===== src/rtl/mt_pulse_generator_if.sv =====
// Control, table-write and status signals of the moving-target pulse generator.
interface mt_pulse_generator_if #(
  parameter int unsigned POS_W  = 16,
  parameter int unsigned LEN_W  = 8,
  parameter int unsigned ADDR_W = 3
);
  logic              EN;
  logic              TRIG;
  logic              USEC;
  logic              WR_EN;
  logic [ADDR_W-1:0] WR_ADDR;
  logic [POS_W-1:0]  WR_POS;
  logic [LEN_W-1:0]  WR_LEN;
  logic              COMMIT;
  logic              OVR_CLR;
  logic              GEN_SIGNAL;
  logic              BUSY;
  logic              SWEEP_DONE;
  logic              OVERRUN;
  logic [POS_W-1:0]  RANGE_CNT;

  // Controller / timing-source side
  modport master (
    output EN, TRIG, USEC, WR_EN, WR_ADDR, WR_POS, WR_LEN, COMMIT, OVR_CLR,
    input  GEN_SIGNAL, BUSY, SWEEP_DONE, OVERRUN, RANGE_CNT
  );

  // Generator side
  modport slave (
    input  EN, TRIG, USEC, WR_EN, WR_ADDR, WR_POS, WR_LEN, COMMIT, OVR_CLR,
    output GEN_SIGNAL, BUSY, SWEEP_DONE, OVERRUN, RANGE_CNT
  );
endinterface


===== src/rtl/mt_pulse_generator.sv =====
// Programmable moving-target pulse generator: double-buffered target table,
// microsecond range counter started by TRIG, GEN_SIGNAL high inside any window.
module mt_pulse_generator #(
  parameter int unsigned SIZE        = 3200,
  parameter int unsigned MAX_TARGETS = 8,
  parameter int unsigned POS_W       = 16,
  parameter int unsigned LEN_W       = 8,
  parameter int unsigned ADDR_W      = (MAX_TARGETS > 1) ? $clog2(MAX_TARGETS) : 1
) (
  input logic                 SYS_CLK,
  input logic                 SYS_RESETN,
  mt_pulse_generator_if.slave bus
);

  localparam int unsigned      SUM_W    = POS_W + 1;
  localparam logic [POS_W-1:0] LAST_CNT = POS_W'(SIZE - 1);

  typedef enum logic {IDLE = 1'b0, RUN = 1'b1} state_t;

  state_t            state_q, state_d;
  logic [POS_W-1:0]  cnt_q, cnt_d;
  logic              busy_q, busy_d;
  logic              done_q, done_d;
  logic              ovr_q, ovr_d;
  logic              gen_q, gen_d;
  logic              trig_q, usec_q;
  logic              sel_q, pending_q;
  logic              trig_edge, usec_edge, trig_acc, swap, wr_ok, any_hit;

  logic [POS_W-1:0]  pos_tbl [2][MAX_TARGETS];
  logic [LEN_W-1:0]  len_tbl [2][MAX_TARGETS];

  assign trig_edge = bus.TRIG & ~trig_q;
  assign usec_edge = bus.USEC & ~usec_q;
  assign trig_acc  = bus.EN & trig_edge;
  assign swap      = trig_acc & (pending_q | bus.COMMIT);
  assign wr_ok     = bus.WR_EN && (32'(bus.WR_ADDR) < MAX_TARGETS);

  assign bus.GEN_SIGNAL = gen_q;
  assign bus.BUSY       = busy_q;
  assign bus.SWEEP_DONE = done_q;
  assign bus.OVERRUN    = ovr_q;
  assign bus.RANGE_CNT  = cnt_q;

  // Input edge-detect delay flops
  always_ff @(posedge SYS_CLK) begin
    if (!SYS_RESETN) begin
      trig_q <= 1'b0;
      usec_q <= 1'b0;
    end else begin
      trig_q <= bus.TRIG;
      usec_q <= bus.USEC;
    end
  end

  // Shadow-bank writes; the pre-swap shadow is written even on a swap cycle
  always_ff @(posedge SYS_CLK) begin
    if (!SYS_RESETN) begin
      pos_tbl <= '{default: '0};
      len_tbl <= '{default: '0};
    end else if (wr_ok) begin
      pos_tbl[~sel_q][bus.WR_ADDR] <= bus.WR_POS;
      len_tbl[~sel_q][bus.WR_ADDR] <= bus.WR_LEN;
    end
  end

  // Bank select and pending commit; swaps only on an accepted trigger
  always_ff @(posedge SYS_CLK) begin
    if (!SYS_RESETN) begin
      sel_q     <= 1'b0;
      pending_q <= 1'b0;
    end else if (swap) begin
      sel_q     <= ~sel_q;
      pending_q <= 1'b0;
    end else if (bus.COMMIT) begin
      pending_q <= 1'b1;
    end
  end

  // Window hit against the active bank; sum widened so windows never wrap
  always_comb begin
    any_hit = 1'b0;
    for (int unsigned i = 0; i < MAX_TARGETS; i++) begin
      if ((len_tbl[sel_q][ADDR_W'(i)] != '0) &&
          (cnt_q >= pos_tbl[sel_q][ADDR_W'(i)]) &&
          (SUM_W'(cnt_q) < (SUM_W'(pos_tbl[sel_q][ADDR_W'(i)]) +
                            SUM_W'(len_tbl[sel_q][ADDR_W'(i)])))) begin
        any_hit = 1'b1;
      end
    end
  end

  // Sweep FSM next-state and registered-output values
  always_comb begin
    state_d = state_q;
    cnt_d   = cnt_q;
    done_d  = 1'b0;
    ovr_d   = ovr_q;
    if (bus.OVR_CLR) begin
      ovr_d = 1'b0;
    end
    case (state_q)
      IDLE: begin
        if (trig_acc) begin
          state_d = RUN;
          cnt_d   = '0;
        end
      end
      RUN: begin
        if (!bus.EN) begin
          state_d = IDLE;
          cnt_d   = '0;
        end else if (trig_edge) begin
          cnt_d = '0;
          ovr_d = 1'b1;
        end else if (usec_edge) begin
          if (cnt_q == LAST_CNT) begin
            state_d = IDLE;
            cnt_d   = '0;
            done_d  = 1'b1;
          end else begin
            cnt_d = cnt_q + POS_W'(1);
          end
        end
      end
      default: state_d = IDLE;
    endcase
    busy_d = (state_d == RUN);
    gen_d  = (state_q == RUN) && (state_d == RUN) && any_hit;
  end

  // State and output registers
  always_ff @(posedge SYS_CLK) begin
    if (!SYS_RESETN) begin
      state_q <= IDLE;
      cnt_q   <= '0;
      busy_q  <= 1'b0;
      done_q  <= 1'b0;
      ovr_q   <= 1'b0;
      gen_q   <= 1'b0;
    end else begin
      state_q <= state_d;
      cnt_q   <= cnt_d;
      busy_q  <= busy_d;
      done_q  <= done_d;
      ovr_q   <= ovr_d;
      gen_q   <= gen_d;
    end
  end

endmodule


===== src/flat_wrapper.sv =====
// flat-port wrapper written by rule: the top's interface ports become plain ports
module mt_pulse_generator_flat 
#(
  parameter int unsigned SIZE        = 3200,
  parameter int unsigned MAX_TARGETS = 8,
  parameter int unsigned POS_W       = 16,
  parameter int unsigned LEN_W       = 8,
  parameter int unsigned ADDR_W      = (MAX_TARGETS > 1) ? $clog2(MAX_TARGETS) : 1
)
  (SYS_CLK, SYS_RESETN, bus_EN, bus_TRIG, bus_USEC, bus_WR_EN, bus_WR_ADDR, bus_WR_POS, bus_WR_LEN, bus_COMMIT, bus_OVR_CLR, bus_GEN_SIGNAL, bus_BUSY, bus_SWEEP_DONE, bus_OVERRUN, bus_RANGE_CNT);
  mt_pulse_generator_if #(.POS_W(POS_W), .LEN_W(LEN_W), .ADDR_W(ADDR_W)) bus_i ();
  input logic SYS_CLK;
  input logic SYS_RESETN;
  input wire logic [$bits(bus_i.EN)-1:0] bus_EN;
  input wire logic [$bits(bus_i.TRIG)-1:0] bus_TRIG;
  input wire logic [$bits(bus_i.USEC)-1:0] bus_USEC;
  input wire logic [$bits(bus_i.WR_EN)-1:0] bus_WR_EN;
  input wire logic [$bits(bus_i.WR_ADDR)-1:0] bus_WR_ADDR;
  input wire logic [$bits(bus_i.WR_POS)-1:0] bus_WR_POS;
  input wire logic [$bits(bus_i.WR_LEN)-1:0] bus_WR_LEN;
  input wire logic [$bits(bus_i.COMMIT)-1:0] bus_COMMIT;
  input wire logic [$bits(bus_i.OVR_CLR)-1:0] bus_OVR_CLR;
  output wire logic [$bits(bus_i.GEN_SIGNAL)-1:0] bus_GEN_SIGNAL;
  output wire logic [$bits(bus_i.BUSY)-1:0] bus_BUSY;
  output wire logic [$bits(bus_i.SWEEP_DONE)-1:0] bus_SWEEP_DONE;
  output wire logic [$bits(bus_i.OVERRUN)-1:0] bus_OVERRUN;
  output wire logic [$bits(bus_i.RANGE_CNT)-1:0] bus_RANGE_CNT;
  assign bus_i.EN = bus_EN;
  assign bus_i.TRIG = bus_TRIG;
  assign bus_i.USEC = bus_USEC;
  assign bus_i.WR_EN = bus_WR_EN;
  assign bus_i.WR_ADDR = bus_WR_ADDR;
  assign bus_i.WR_POS = bus_WR_POS;
  assign bus_i.WR_LEN = bus_WR_LEN;
  assign bus_i.COMMIT = bus_COMMIT;
  assign bus_i.OVR_CLR = bus_OVR_CLR;
  assign bus_GEN_SIGNAL = bus_i.GEN_SIGNAL;
  assign bus_BUSY = bus_i.BUSY;
  assign bus_SWEEP_DONE = bus_i.SWEEP_DONE;
  assign bus_OVERRUN = bus_i.OVERRUN;
  assign bus_RANGE_CNT = bus_i.RANGE_CNT;
  mt_pulse_generator #(.SIZE(SIZE), .MAX_TARGETS(MAX_TARGETS), .POS_W(POS_W), .LEN_W(LEN_W), .ADDR_W(ADDR_W)) u_core (.SYS_CLK(SYS_CLK), .SYS_RESETN(SYS_RESETN), .bus(bus_i));
endmodule

===== config.mk =====
export PLATFORM = sky130hd
export DESIGN_NAME = mt_pulse_generator_flat
export DESIGN_NICKNAME = d
export VERILOG_FILES = /design/src/rtl/mt_pulse_generator_if.sv /design/src/rtl/mt_pulse_generator.sv /design/src/flat_wrapper.sv
export SDC_FILE = /design/constraint.sdc
export NUM_CORES = 1
export LEC_CHECK = 0
export CAP_MARGIN = 10
export CORE_AREA = 2 2 219 221
export DETAILED_ROUTE_END_ITERATION = 10
export DIE_AREA = 0 0 221 223
export PLACE_DENSITY = 0.77
export SLEW_MARGIN = 20
export SYNTH_ARGS = -nofsm -noshare
export SYNTH_HDL_FRONTEND = slang
export SYNTH_SLANG_ARGS = --single-unit

===== constraint.sdc =====
create_clock -name SYS_CLK -period 5.8 [get_ports SYS_CLK]
set_input_delay 1.16 -clock SYS_CLK [delete_from_list [all_inputs] [get_ports SYS_CLK]]
set_output_delay 1.16 -clock SYS_CLK [all_outputs]
set_load 0.01 [all_outputs]

==> impl_metrics.tcl, run 1 <==
set metrics [dict create \
    outcome "complete, no violations" \
    drt-initial-drc-count 2009 \
    synth_edf_count 0 \
    hold_viol 0 \
    nets 3627 \
    finalSetupViolations 0 \
    die_h_um 223 \
    vdd_drop_max_mv 0.256 \
    swShare 0.250 \
    gr-total-overflow 0 \
    fin_tns_setup_ns 0 \
    drive_above_1_share 0.0702 \
    synth.most_common_cell "nand2_1" \
    p_leak_nw 11.7 \
    path_class "reg -> reg" \
    die_area_um2 49300 \
    clkSinkCount 408 \
    slew_headroom 0.192 \
    yosysSeqAreaShare 0.304 \
    start_util 0.570 \
    power_frac_comb 0.081 \
    synth_ff_type "dfxtp_1" \
    yosysWarnings 0 \
    rsz0062_at_grt "no" \
    internal_power_mw 4.76 \
    synth_area_leaders "dfxtp_1, ha_1, nand2_1, a21boi_1, mux2i_1" \
    synth_commonest_cells "nand2_1, dfxtp_1, ha_1" \
    ctsHtreeMaxLevel 2 \
    antenna_found_initial 2 \
    num-fill-cells 4003 \
    ant_nets 0 \
    wl_per_cell_um 21.0 \
    clockBufferDepth 3 \
    synth_area_um2 26900 \
    largest_reg_flops 256 \
    min_path_type "reg -> reg" \
    grt_use_total 0.328 \
    worst_pin_slew_ns 1.21 \
    synthToLayoutAreaGrowth_pct 9.28 \
    powerDensity_nw_per_um2 216 \
    crit_path_end_kind "register" \
    regMostFlops "u_core.pos_tbl" \
    grt_pass1_wl_mm 129 \
    ys_ff_latch 408 \
    cts_root_buffer "clkbuf_16" \
    synth_cell_types 81 \
    start_kind "register" \
    path_max_fanout 31 \
    period_share 0.923 \
    io_buffers 54 \
    worstSkewPairLatency_ns 0.60 \
    wirelength_mm 82.2 \
    cts_hold_repair.buffers 0 \
    final_util 0.623 \
    synth.avg_cell_area_um2 8.17 \
    p_sw_mw 1.59 \
    grt_pass1_vias 23800 \
    cp.required_ns 6.31 \
    place.gp.congestion 0.918 \
    yosys.area.top_type_share 0.304 \
    postCtsResizedCells 0 \
    grt_max_degree 188 \
    crit_arrival_ns 5.87 \
    dr.pass1.iters 6 \
    clk_pin_slew_worst_paths_ns 0.06 \
    cts_buffers 46 \
    post-dp-hpwl_mm 54.5 \
    drc 0 \
    clock_power_share 0.466 \
    io-pin-count 55 \
    fin_crit_ns 5.35 \
    tritoncts "built" \
    core_um2 47100 \
    routed-via-count 24000 \
    placedCellCount 3838 \
    finalMaxSlewViolations 0 \
    synth_nets 3647 \
    rows 80 \
    synthCells 3291 \
    pwr-share-seq 0.453 \
    finalClockSkew_ns 0.00770 \
    fmax_mhz 187 \
    stdcell_count 3922 \
    via_per_inst 6.12 \
    die_x_um 221 \
    post_cts.repair.setup_buffers 0 \
    ys_async_sr_fraction 0 \
    drv_cap 0 \
    synth_top_area_cell "dfxtp_1" \
    holdWs_ns 0.449 \
]
cell usage in the layout (no fill, tap or decap), drive strengths merged, types with 31 or more instances in the layout:
| cell type | Yosys | final |
|---|---|---|
| nand2 | 866 | 866 |
| dfxtp | 408 | 408 |
| a21boi | 386 | 386 |
| ha | 313 | 313 |
| nor2 | 144 | 144 |
| mux2i | 112 | 112 |
| a21oi | 102 | 102 |
| inv | 98 | 99 |
| mux2 | 75 | 75 |
| xnor2 | 73 | 73 |
| buf | 49 | 72 |
| o21ai | 70 | 70 |
| clkbuf | 138 | 67 |
| clkdlybuf4s50 | 0 | 46 |
| xor2 | 43 | 43 |
| a21o | 37 | 37 |
| nor3 | 37 | 37 |
| nand3 | 31 | 31 |
routing by layer:
layer,track usage,wire (um),up-vias
li1,-,-,11300
met1,0.419,34600,11500
met2,0.541,37000,951
met3,0.0503,6560,222
met4,0.160,4030,0
met5,0,0,-
critical path: stages (launching register included):
cell       delay (ns)
dfxtp_4          0.73
buf_4            0.50
mux2_2           0.41
ha_1             0.35
nand3_1          0.10
o211ai_1         0.12
o41ai_1          0.81
nor2_1           0.15
xor2_1           0.19
ha_1             0.29
nand2_1          0.07
a21oi_1          0.07
a2111oi_0        0.37
a31oi_1          0.13
a2111oi_0        0.38
or3_1            0.27
a311oi_1         0.12
a31oi_1          0.19
stage by stage:
| stage | area (um^2) | worst slack [ns] | power, mW |
|---|---|---|---|
| CTS | 29400 | 0.596 | 6.36 |
| global placement | 27900 | 0.752 | 3.43 |
| floorplan | 26900 | 0.159 | 3.26 |
| detailed placement | 27800 | 0.620 | 3.44 |
| finish | 29400 | 0.448 | 6.35 |
| global route | 29400 | 0.0442 | 6.52 |
power by group through the flow:
stage / registers, mW / logic (mW) / clock network [mW]
after floorplan: 2.92 / 0.343 / 0
after global placement: 2.93 / 0.495 / 0
after detailed placement: 2.93 / 0.506 / 0
after CTS: 2.87 / 0.507 / 2.98
after global routing: 2.88 / 0.546 / 3.10
final: 2.87 / 0.516 / 2.96
area by class of cell:
type,instances,area (um^2),area share
Antenna cell,2,5.00,0.000170
Clock buffer,66,1370,0.0466
Clock inverter,16,151,0.00515
Inverter,98,368,0.0125
Multi-Input combinational cell,2598,17500,0.596
Sequential cell,408,8170,0.278
Tap cell,615,769,0.0262
Timing Repair Buffer,119,1020,0.0348
cells by family after synthesis:
kind of cell / after synthesis / synth area share
compound gates: 740 / 0.194
xor+xnor: 116 / 0.0378
fa+ha+maj: 321 / 0.152
buf+inv: 285 / 0.0452
simple gates: 1234 / 0.194
mux: 187 / 0.0740
flops: 408 / 0.304
final timing paths:
| path | startpoint | to | slack (ns) | depth (start not counted) |
|---|---|---|---|---|
| min | u_core.pos_tbl[170] | u_core.pos_tbl[170] | 0.45 | 2 |
| max | u_core.sel_q | u_core.bus.GEN_SIGNAL | 0.45 | 17 |
| min reg2reg | u_core.pos_tbl[170] | u_core.pos_tbl[170] | 0.45 | 2 |
| max reg2reg | u_core.sel_q | u_core.bus.GEN_SIGNAL | 0.45 | 17 |
No activity file was read; power rests on OpenSTA's default activity.
==> run 2: changes to the inputs <==
Clock period 5.8 ns to 4.4 ns, I/O delays scaled along.
==> run 2 against run 1 <==
Final area increased by 7.2%. Critical endpoint unchanged. Count of clock-buffer cells in the layout is 3 higher. The flow now finishes with violations (negative setup slack). Worst setup slack worse by 0.50 ns.
==> impl_metrics.tcl, run 2 (synthesized netlist as in run 1, its figures left out) <==
set metrics [dict create \
    outcome "finished, violations left" \
    violations "negative setup slack" \
    fmax_mhz 225 \
    drt-initial-drc-count 1912 \
    vdd_drop_max_mv 0.344 \
    drv_cap 0 \
    grt_max_degree 160 \
    min_path_type "reg -> reg" \
    grt_use_total 0.331 \
    path_class "reg -> reg" \
    start_kind "register" \
    fin_crit_ns 4.45 \
    crit_path_end_kind "register" \
    ant_nets 0 \
    num-fill-cells 3783 \
    die_h_um 223 \
    period_share 1.01 \
    nets 3799 \
    final_area_um2 31500 \
    finalClockSkew_ns 0.0153 \
    core_um2 47100 \
    rows 80 \
    placedInstanceArea_um2 29100 \
    layout_common_cells "nand2_1, dfxtp_1, ha_1, a21boi_1, buf_4" \
    ctsHtreeMaxLevel 2 \
    holdWs_ns 0.451 \
    place.gp.congestion 0.937 \
    cts_buffers 46 \
    wirelength_mm 84.5 \
    drive_above_1_share 0.141 \
    post-dp-hpwl_mm 56.6 \
    clockBufferDepth 3 \
    setup_ws_ns -0.0482 \
    slew_headroom 0.170 \
    worst_pin_slew_ns 1.24 \
    regMostFlops "u_core.pos_tbl" \
    largest_reg_flops 256 \
    dr.pass1.iters 5 \
    io-pin-count 55 \
    power_mw 8.61 \
    cp.required_ns 4.92 \
    wl_per_cell_um 20.6 \
    antenna_found_initial 2 \
    worstSkewPairLatency_ns 0.60 \
    crit_arrival_ns 4.97 \
    via_per_inst 6.03 \
    final_util 0.668 \
    finalSetupViolations 1 \
    clkSinkCount 408 \
    gr-total-overflow 0 \
    clk_pin_slew_worst_paths_ns 0.06 \
    path_max_fanout 6 \
    start_util 0.570 \
    die_area_um2 49300 \
    routed-via-count 24700 \
    cts_hold_repair.buffers 0 \
    grt_pass1_vias 24200 \
    dp_slack_ns -0.165 \
    drc 0 \
    tritoncts "built" \
    synthToLayoutAreaGrowth_pct 17.1 \
    cts_root_buffer "clkbuf_16" \
    finalMaxSlewViolations 0 \
    io_buffers 54 \
    powerDensity_nw_per_um2 274 \
    die_x_um 221 \
    grt_pass1_wl_mm 130 \
    p_leak_nw 12.8 \
    hold_viol 0 \
    rsz0062_at_grt "yes" \
    mostFrequentLayoutCell "nand2_1" \
]
run 2: what timing repair did:
item	in CTS	in global routing
endpoints found under the setup margin	1	1
cloned	2	3
resized for setup	37	103
buffers inserted	9	12
pin swaps	16	58
run 2: power by group:
group	total, mW	switching [mW]	internal, mW
sequential	3.77	0.0301	3.74
clock	4.06	1.64	2.42
combinational	0.778	0.466	0.312
total	8.61	2.13	6.48
run 2: worst max-delay path: stages (launching register included):
cell,delay (ns)
dfxtp_4,0.40
buf_12,0.14
buf_12,0.13
mux2_2,0.35
ha_2,0.21
fa_2,0.35
a21oi_2,0.18
o211ai_1,0.14
o41ai_2,0.25
buf_4,0.20
xnor2_1,0.14
ha_1,0.27
and4_2,0.27
a2111oi_4,0.33
a31oi_1,0.14
a2111oi_0,0.35
or3_1,0.23
a311oi_1,0.10
a31oi_1,0.17
run 2: through the flow:
step	std cells	TNS, ns
global placement	3985	-0.0910
CTS	4080	-0.0243
global route	4096	-0.222
floorplan	3291	-0.789
detailed placement	3985	-0.165
finish	4096	-0.0482
run 2: final timing paths:
kind	slack (ns)	start	endpoint	depth (start not counted)
max	-0.05	u_core.sel_q	u_core.bus.GEN_SIGNAL	18
min	0.45	u_core.pos_tbl[124]	u_core.pos_tbl[124]	2
max reg2reg	-0.05	u_core.sel_q	u_core.bus.GEN_SIGNAL	18
min reg2reg	0.45	u_core.pos_tbl[124]	u_core.pos_tbl[124]	2
run 2: final cells by class:
type	count	area, um^2	share of cell area
Sequential cell	408	8170	0.260
Clock inverter	15	194	0.00616
Tap cell	615	769	0.0244
Antenna cell	2	5.00	0.000159
Multi-Input combinational cell	2598	18100	0.573
Inverter	98	368	0.0117
Timing Repair Buffer	291	2530	0.0804
Clock buffer	69	1390	0.0442
run 2: per-layer routing:
metal  routed length, um  share of wire  track usage  vias to the layer above
li1                    -              -            -                    11700
met1               34300           0.41        0.405                    11900
met2               39100           0.46        0.557                      903
met3                6580          0.078       0.0585                      222
met4                4570          0.054        0.170                        0
met5                   0              0            0                        -
==> run 3: changes to the inputs <==
Settings changed: ABC_AREA set to 1, CORE_AREA 2 2 219 221 to 2 2 218 220, DIE_AREA 0 0 221 223 to 0 0 220 222, PLACE_DENSITY 0.77 to 0.78, SLEW_MARGIN 20 to 10.
==> run 3 against run 2 <==
The flow now finishes without violations. Clock skew up 0.012 ns. Area after synthesis shrank 0.58%. Sequential share of layout area up 2.1 points. Register-to-register slack improved by 0.31 ns. Synthesized cell count grew 21%. Critical path type unchanged.
==> impl_metrics.tcl, run 3 <==
set metrics [dict create \
    num-fill-cells 4269 \
    die_h_um 222 \
    io-pin-count 55 \
    seqCellArea_um2 8170 \
    synth_ff_type "dfxtp_1" \
    core_um2 46300 \
    synth_area_um2 26700 \
    fin_crit_ns 4.14 \
    synth.avg_cell_area_um2 6.74 \
    dp_slack_ns 0.175 \
    ys_ff_latch 408 \
    cts_root_buffer "clkbuf_16" \
    period_share 0.942 \
    drv_cap 0 \
    die_x_um 220 \
    synth_top_area_cell "dfxtp_1" \
    hp-start "u_core.len_tbl[112]" \
    synthCells 3968 \
    start_kind "register" \
    clock_power_share 0.430 \
    internal_power_mw 6.16 \
    wl_per_cell_um 17.1 \
    final_area_um2 29200 \
    clk_pin_slew_worst_paths_ns 0.06 \
    synth.most_common_cell "nor2_1" \
    yosysSeqAreaShare 0.306 \
    cts_buffers 44 \
    tritoncts "built" \
    ctsHtreeMaxLevel 2 \
    wirelength_mm 78.5 \
    fmax_mhz 241 \
    routed-via-count 25700 \
    die_area_um2 48800 \
    hold_viol 0 \
    ant_nets 0 \
    worst_pin_slew_ns 1.35 \
    synth_commonest_cells "nor2_1, nand2_1, o21ai_0" \
    synth_cell_types 44 \
    min_path_type "reg -> reg" \
    gr-total-overflow 0 \
    grt_pass1_wl_mm 123 \
    powerDensity_nw_per_um2 290 \
    layout_common_cells "nor2_1, nand2_1, o21ai_0, dfxtp_1, inv_1" \
    grt_pass1_vias 23000 \
    via_per_inst 5.60 \
    yosysWarnings 0 \
    synth_edf_count 0 \
    vdd_drop_max_mv 0.336 \
    power_frac_comb 0.120 \
    crit_arrival_ns 4.61 \
    cp.required_ns 4.86 \
    clkSinkCount 408 \
    dr.pass1.iters 6 \
    placedInstanceArea_um2 27700 \
    finalMaxSlewViolations 0 \
    outcome "complete, no violations" \
    clockBufferDepth 3 \
    regMostFlops "u_core.pos_tbl" \
    ys_async_sr_fraction 0 \
    post-dp-hpwl_mm 51.5 \
    synth_area_leaders "dfxtp_1, ha_1, nor2_1, nand2_1, o21ai_0" \
    critPathLaunch "u_core.sel_q" \
    nets 4309 \
    rsz0062_at_grt "no" \
    p_leak_nw 14.1 \
    antenna_cells 0 \
    place.gp.congestion 0.923 \
    path_class "reg -> reg" \
    path_max_fanout 25 \
    cts_hold_repair.buffers 0 \
    antenna_found_initial 0 \
    setup_ws_ns 0.257 \
    mostFrequentLayoutCell "nor2_1" \
    p_sw_mw 2.29 \
    io_buffers 54 \
    grt_use_total 0.316 \
    rows 79 \
    crit_path_end_kind "register" \
    synthToLayoutAreaGrowth_pct 9.13 \
    reg2reg_from "u_core.sel_q" \
    drt-initial-drc-count 2812 \
    swShare 0.271 \
    drc 0 \
    fin_tns_setup_ns 0 \
    finalSetupViolations 0 \
    synth_nets 4324 \
    yosys.area.top_type_share 0.306 \
    slew_headroom 0.100 \
    holdWs_ns 0.440 \
    grt_max_degree 188 \
    pwr-share-seq 0.450 \
    start_util 0.578 \
    worstSkewPairLatency_ns 0.58 \
    multi_input_area_um2 16400 \
    finalClockSkew_ns 0.0278 \
    largest_reg_flops 256 \
    drive_above_1_share 0.0585 \
]
==> run 3: changes by cell type after synthesis, sizes merged, moves of 53 or more <==
cell,before,now
nor2,144,777
o21ai,70,523
a21boi,386,1
inv,98,357
a21oi,102,245
mux2i,112,0
nand2,866,768
mux2,75,0
nand3,31,89
or2,5,58
==> run 3: layout make-up <==
cell class / count / area share
clock inverters: 18 / 0.00498
multi-input cells: 3022 / 0.562
well taps: 607 / 0.0260
clock buffers: 58 / 0.0427
repair buffers: 120 / 0.0378
flip-flops and latches: 408 / 0.280
inverters: 357 / 0.0461
==> run 3: final timing paths <==
kind	to	slack, ns	cells past startpoint
worst min register to register	u_core.len_tbl[112]	0.44	2
worst min-delay path	u_core.len_tbl[112]	0.44	2
worst max-delay path	u_core.bus.GEN_SIGNAL	0.26	25
worst max register to register	u_core.bus.GEN_SIGNAL	0.26	25
==> run 3: routing by layer <==
metal	part of all wire	up-vias	GRT usage	routed length, um
met5	0	-	0	0
met4	0.036	0	0.115	2820
met3	0.084	152	0.0438	6600
met2	0.43	1025	0.496	34100
met1	0.45	11700	0.442	35000
li1	-	12800	-	-
==> run 3: stage by stage <==
step / instances / utilization / total power [mW]
2_1_floorplan: 3968 / - / 4.58
3_3_place_gp: 4513 / 0.600 / 4.86
3_5_place_dp: 4513 / 0.600 / 4.87
4_1_cts: 4589 / 0.630 / 8.46
5_1_grt: 4590 / 0.631 / 8.76
6_report: 4590 / 0.631 / 8.46
==> run 3: cells by family after synthesis <==
family	count (synthesis)	share of synthesized area
buf+inv	538	0.0819
fa+ha+maj	321	0.153
compound gates	804	0.154
xor+xnor	100	0.0328
simple gates	1797	0.273
flops	408	0.306
==> run 3: power by group through the flow <==
stage               clock network (mW)  logic, mW  registers [mW]
global placement                     0      0.975            3.89
detailed placement                   0      0.988            3.89
global route                      3.81       1.13            3.81
floorplan                            0      0.699            3.88
CTS                               3.66      0.996            3.81
finish                            3.63       1.02            3.81
==> run 3: critical path: stages, from the launching register on <==
cell      delay (ns)
dfxtp_4         0.41
inv_6           0.12
buf_4           0.23
buf_4           0.22
or2_2           0.28
o21ai_0         0.15
inv_1           0.08
ha_1            0.37
nand2_1         0.09
nor3_1          0.13
nand2_1         0.06
o211ai_1        0.12
a31oi_1         0.17
nor2_1          0.15
nand3_1         0.15
nor2_1          0.15
xor2_1          0.08
ha_1            0.27
nand2_1         0.04
inv_1           0.06
nand4_1         0.11
nand3b_1        0.17
nand3_1         0.10
nand2_1         0.09
nor2_1          0.14
a21oi_2         0.06
==> run 3: what timing repair did <==
item                                   4_1_cts  5_1_grt
setup endpoints to repair                    0        1
gates resized for setup                      0        6
endpoints found under the hold margin        0        0
setup buffers                                0        1
